==> config.mk <==
export PLATFORM = sky130hd
export DESIGN_NAME = aesl_deadlock_timeout
export DESIGN_NICKNAME = d
export VERILOG_FILES = /design/src/rtl/aesl_deadlock_pkg.sv /design/src/rtl/aesl_lsb_encoder.sv /design/src/rtl/aesl_deadlock_timeout.sv
export SDC_FILE = /design/constraint.sdc
export NUM_CORES = 1
export LEC_CHECK = 0
export ABC_AREA = 1
export BUFFER_PORTS_ARGS = -buffer_cell sky130_fd_sc_hd__buf_2
export CORE_MARGIN = 2
export CORE_UTILIZATION = 51
export CTS_CLUSTER_SIZE = 12
export DETAILED_ROUTE_END_ITERATION = 12
export GPL_ROUTABILITY_DRIVEN = 0
export PLACE_DENSITY = 0.76
export SYNTH_ARGS = -nofsm -noshare
export SYNTH_HDL_FRONTEND = slang
export SYNTH_HIERARCHICAL = 1
export SYNTH_SLANG_ARGS = --single-unit
==> constraint.sdc <==
create_clock -name clock -period 1.98 [get_ports clock]
set_clock_uncertainty 0.2 [all_clocks]
set_input_delay 0.396 -clock clock [delete_from_list [all_inputs] [get_ports clock]]
set_output_delay 0.396 -clock clock [all_outputs]
set_load 0.02 [all_outputs]
==> src/rtl/aesl_deadlock_pkg.sv <==
// Shared definitions for the deadlock timeout watchdog: FSM state encoding
// and the default blocked-cycle threshold.
package aesl_deadlock_pkg;

  typedef enum logic [1:0] {
    ST_IDLE     = 2'd0,
    ST_WATCH    = 2'd1,
    ST_DEADLOCK = 2'd2
  } state_t;

  localparam int DEFAULT_TIMEOUT = 1000;

endpackage

==> src/rtl/aesl_lsb_encoder.sv <==
// Lowest-set-bit encoder: reports the smallest index set in the mask,
// and whether any bit is set at all.
module aesl_lsb_encoder #(
  parameter int NUM_CH = 10,
  parameter int CH_W   = 4
) (
  input  logic [NUM_CH-1:0] mask,
  output logic [CH_W-1:0]   first_ch,
  output logic              first_vld
);

  // Scan from the top down so the lowest set index is the last one written.
  always_comb begin
    first_ch  = '0;
    first_vld = |mask;
    for (int i = NUM_CH - 1; i >= 0; i--) begin
      if (mask[i]) first_ch = CH_W'(i);
    end
  end

endmodule

==> src/rtl/aesl_deadlock_timeout.sv <==
// Deadlock watchdog: counts consecutive blocked cycles reported by the monitor
// stage and latches a deadlock once TIMEOUT is reached, until cleared.
module aesl_deadlock_timeout
  import aesl_deadlock_pkg::*;
#(
  parameter int NUM_CH  = 10,
  parameter int TIMEOUT = DEFAULT_TIMEOUT,
  parameter int CNT_W   = 16,
  parameter int CH_W    = 4
) (
  input  logic              clock,
  input  logic              reset,
  input  logic              block_in,
  input  logic [NUM_CH-1:0] axis_block_sigs,
  input  logic              clear,
  output logic              deadlock,
  output logic [NUM_CH-1:0] blocked_mask,
  output logic [CNT_W-1:0]  blocked_cycles,
  output logic [CH_W-1:0]   first_ch,
  output logic              first_vld
);

  localparam logic [CNT_W-1:0] TIMEOUT_CNT = CNT_W'(TIMEOUT);
  localparam logic [CNT_W-1:0] ONE_CNT     = CNT_W'(1);

  state_t            state, state_n;
  logic [CNT_W-1:0]  cnt_n;
  logic [NUM_CH-1:0] mask_n;

  // Next-state logic; the counter leaves WATCH on the edge it reaches
  // TIMEOUT, so it can never exceed the threshold or wrap.
  always_comb begin
    state_n = state;
    cnt_n   = blocked_cycles;
    mask_n  = blocked_mask;
    case (state)
      ST_IDLE: begin
        if (block_in) begin
          cnt_n   = ONE_CNT;
          mask_n  = axis_block_sigs;
          state_n = (TIMEOUT_CNT == ONE_CNT) ? ST_DEADLOCK : ST_WATCH;
        end else begin
          cnt_n  = '0;
          mask_n = '0;
        end
      end
      ST_WATCH: begin
        if (block_in) begin
          cnt_n  = blocked_cycles + ONE_CNT;
          mask_n = blocked_mask | axis_block_sigs;
          if (cnt_n == TIMEOUT_CNT) state_n = ST_DEADLOCK;
        end else begin
          cnt_n   = '0;
          mask_n  = '0;
          state_n = ST_IDLE;
        end
      end
      ST_DEADLOCK: begin
        if (clear) begin
          cnt_n   = '0;
          mask_n  = '0;
          state_n = ST_IDLE;
        end
      end
      default: begin
        cnt_n   = '0;
        mask_n  = '0;
        state_n = ST_IDLE;
      end
    endcase
  end

  // deadlock gets its own flop so the output is a pure register.
  always_ff @(posedge clock) begin
    if (reset) begin
      state          <= ST_IDLE;
      blocked_cycles <= '0;
      blocked_mask   <= '0;
      deadlock       <= 1'b0;
    end else begin
      state          <= state_n;
      blocked_cycles <= cnt_n;
      blocked_mask   <= mask_n;
      deadlock       <= (state_n == ST_DEADLOCK);
    end
  end

  aesl_lsb_encoder #(
    .NUM_CH(NUM_CH),
    .CH_W  (CH_W)
  ) u_lsb_encoder (
    .mask     (blocked_mask),
    .first_ch (first_ch),
    .first_vld(first_vld)
  );

endmodule

==> run metrics <==
largest net degree at the start of global routing=17; Main synth FF type=dfxtp_1; Post-synth ARST share=0%; most frequent cells after synthesis=nand2_1, inv_1, dfxtp_1, a21oi_1, nor2_1; warnings from Yosys=6; drt first pass iters=4; nets=329; I/O pin count=46; worst-path cell chain=nor2_2, nand3_1, nor3_1, buf_2; Final min period=1.92 ns; Final Hold Fails=0; Clock Tree Root=clkbuf_4; Max Cap Viol=0; Hold Path Class=primary input to flop; hold depth=3; total power=1.09 mW; Detail Route Antenna Nets=0; kind of cell adding the most delay to the critical path=simple AND/OR/NAND/NOR gates; Synth area leaders=dfxtp_1, nand2_1, a21oi_1; detailed-route DRC error count=0; first-pass GRT wire length=6550 um; area grow syn2layout=26.9%; status=finished clean; crit start category=flop; total CTS buffers=5; register area share after synthesis=36.6%; Core ar.=3000 um^2; nature of the critical path endpoint=output port; final std cells w/o fill=348; grt ovf=0; final core utilization=67.0%; Critical Path AT=1.33 ns; top cell type's share of synthesized area=36.6%; top cell type by total area after synthesis=dfxtp_1; max-slew violations=0; part of the cycle the worst path needs=97.2%; worst path bufs/invs=1; Initial DRC Count=148; cell row count=20; most common cell in the synthesized netlist=nand2_1; register bit count reported by yosys=29; Final HPWL DP=3050 um; Pwr Density=541 nW/um^2; Die Ht=59.8 um; Setup CP Type=flop to output port; # clock sinks=29; port bufs=45; CP max-delay cell=dfxtp_2; crit-path max cell delay=0.35 ns; CP Data Required Time=1.38 ns; H-tree depth=2; R2R cell count=10; number of synthesized flops with an enable pin=0; Crit path depth=4; slew margin rel.=76.8%; ANT cells=0; Peak Freq=0.520 GHz; All-Layer GR Usage=24.6%; routed length per instance=11.7 um; CTS tree=yes; Routed WL=4060 um; Leakage=0.876 nW; Initial Util=52.8%; share of post-route cells with drive strength above 1=27.9%; worst hold slack=0.0971 ns; register clock-pin slew on the reported worst setup and hold paths=0.09 ns; Clock Tree Buf Depth=2; die area=3570 um^2; CTS Hold Bufs=0; vias in the first global route=1,516; maximum vdd drop=0.385 mV; Synth Instances=257; fill cell count=271; final setup fails=0; Mapped Area=1590 um^2; RSZ-0062 raised after global routing=yes; Avg Cell Area, Syn=6.17 um^2; Slew @ Worst Pin=0.347 ns; initial antenna violation count=0; placed cells=338; via count=1,766; post-synth cell types=25; syn_nets=272; critical path peak fanout=4; worst skew pair latency=0.33 ns; Vias/cell=5.07; die width=59.8 um
-- worst reg2reg max path, stage by stage (launching register included) --
cell and delay, ns:
dfxtp_2 0.43, nand3_1 0.22, nor2_2 0.19, nand3_1 0.09, nand2_1 0.06, nand2_1 0.08, nor2_1 0.09, nand3_1 0.09
nor2_2 0.13, nor2_1 0.06, nor2_1 0.08
-- state kept, by name (all words and copies together) (netlist names) --
signal and count:
blocked_cycles 16, blocked_mask 10, state 2, deadlock 1
-- placed cells by master (no fill, tap or decap) --
cell and instances:
dfxtp_1 18, nor3_1 4, a21oi_2 1, nor2_4 1, nor2_1 24, buf_2 43, a21oi_1 24, nand2_1 98
or2_2 1, dfxtp_4 2, nand2_2 1, clkinv_2 2, dfxtp_2 9, nand3b_1 1, o21ai_0 3, inv_1 29
o21bai_1 1, xor2_1 2, o21ai_1 1, ha_4 1, inv_2 1, clkbuf_4 5, buf_4 12, nor3_2 2
a31oi_1 1, a211oi_1 2, nor2_2 5, nand3_1 15, nand3_4 1, nand4_1 3, buf_6 1, clkbuf_1 1
-- kinds of logic after synthesis --
| family | after synthesis | share of synthesized area, % |
|---|---|---|
| fa+ha+maj | 1 | 0.789 |
| xor+xnor | 2 | 1.10 |
| simple gates | 156 | 41.6 |
| buf+inv | 36 | 8.75 |
| flops | 29 | 36.6 |
| compound gates | 33 | 11.2 |
-- report_power, final --
group	internal, mW	switching [mW]
Clock	0.135	0.207
Combinational	0.0538	0.0858
Sequential	0.594	0.0134
-- routing by layer --
metal	routed length (um)	track usage (%)
met1	1830	32.0
met2	1860	38.2
met3	293	5.84
met4	77	11.1
met5	0	0
-- area by class of cell --
| type | instances | area (um^2) | share of cell area (%) |
|---|---|---|---|
| multi-input combinational | 192 | 892 | 44.3 |
| tap | 33 | 41.3 | 2.05 |
| inverter | 30 | 113 | 5.59 |
| clock inverter | 2 | 10.0 | 0.497 |
| sequential | 29 | 599 | 29.8 |
| timing repair buffer | 56 | 317 | 15.7 |
| clock buffer | 6 | 41.3 | 2.05 |
-- repair_timing --
item	in CTS	in global routing
pin swaps	0	1
resized for setup	1	20
setup endpoints to repair	1	9
setup buffers	0	2
gates cloned	0	0
-- stage by stage --
stage / setup WS (ns) / setup TNS [ns] / instance area [um^2]
3_5_place_dp: 0.0592 / 0 / 1890
6_report: 0.0563 / 0 / 2010
3_3_place_gp: 0.147 / 0 / 1890
5_1_grt: -0.0545 / -0.140 / 2010
4_1_cts: 0.00726 / 0 / 1950
2_1_floorplan: 0.106 / 0 / 1590
-- path summary, 6_finish.rpt --
check | startpoint | end | slack (ns)
worst max register to register | blocked_cycles[2] | state[1] | 0.21
worst max-delay path | blocked_mask[7] | first_ch[3] | 0.06
worst min-delay path | axis_block_sigs[6] | blocked_mask[6] | 0.1
worst min register to register | blocked_mask[9] | blocked_mask[9] | 0.28
Note: power is estimated with default switching activity, not from simulation.
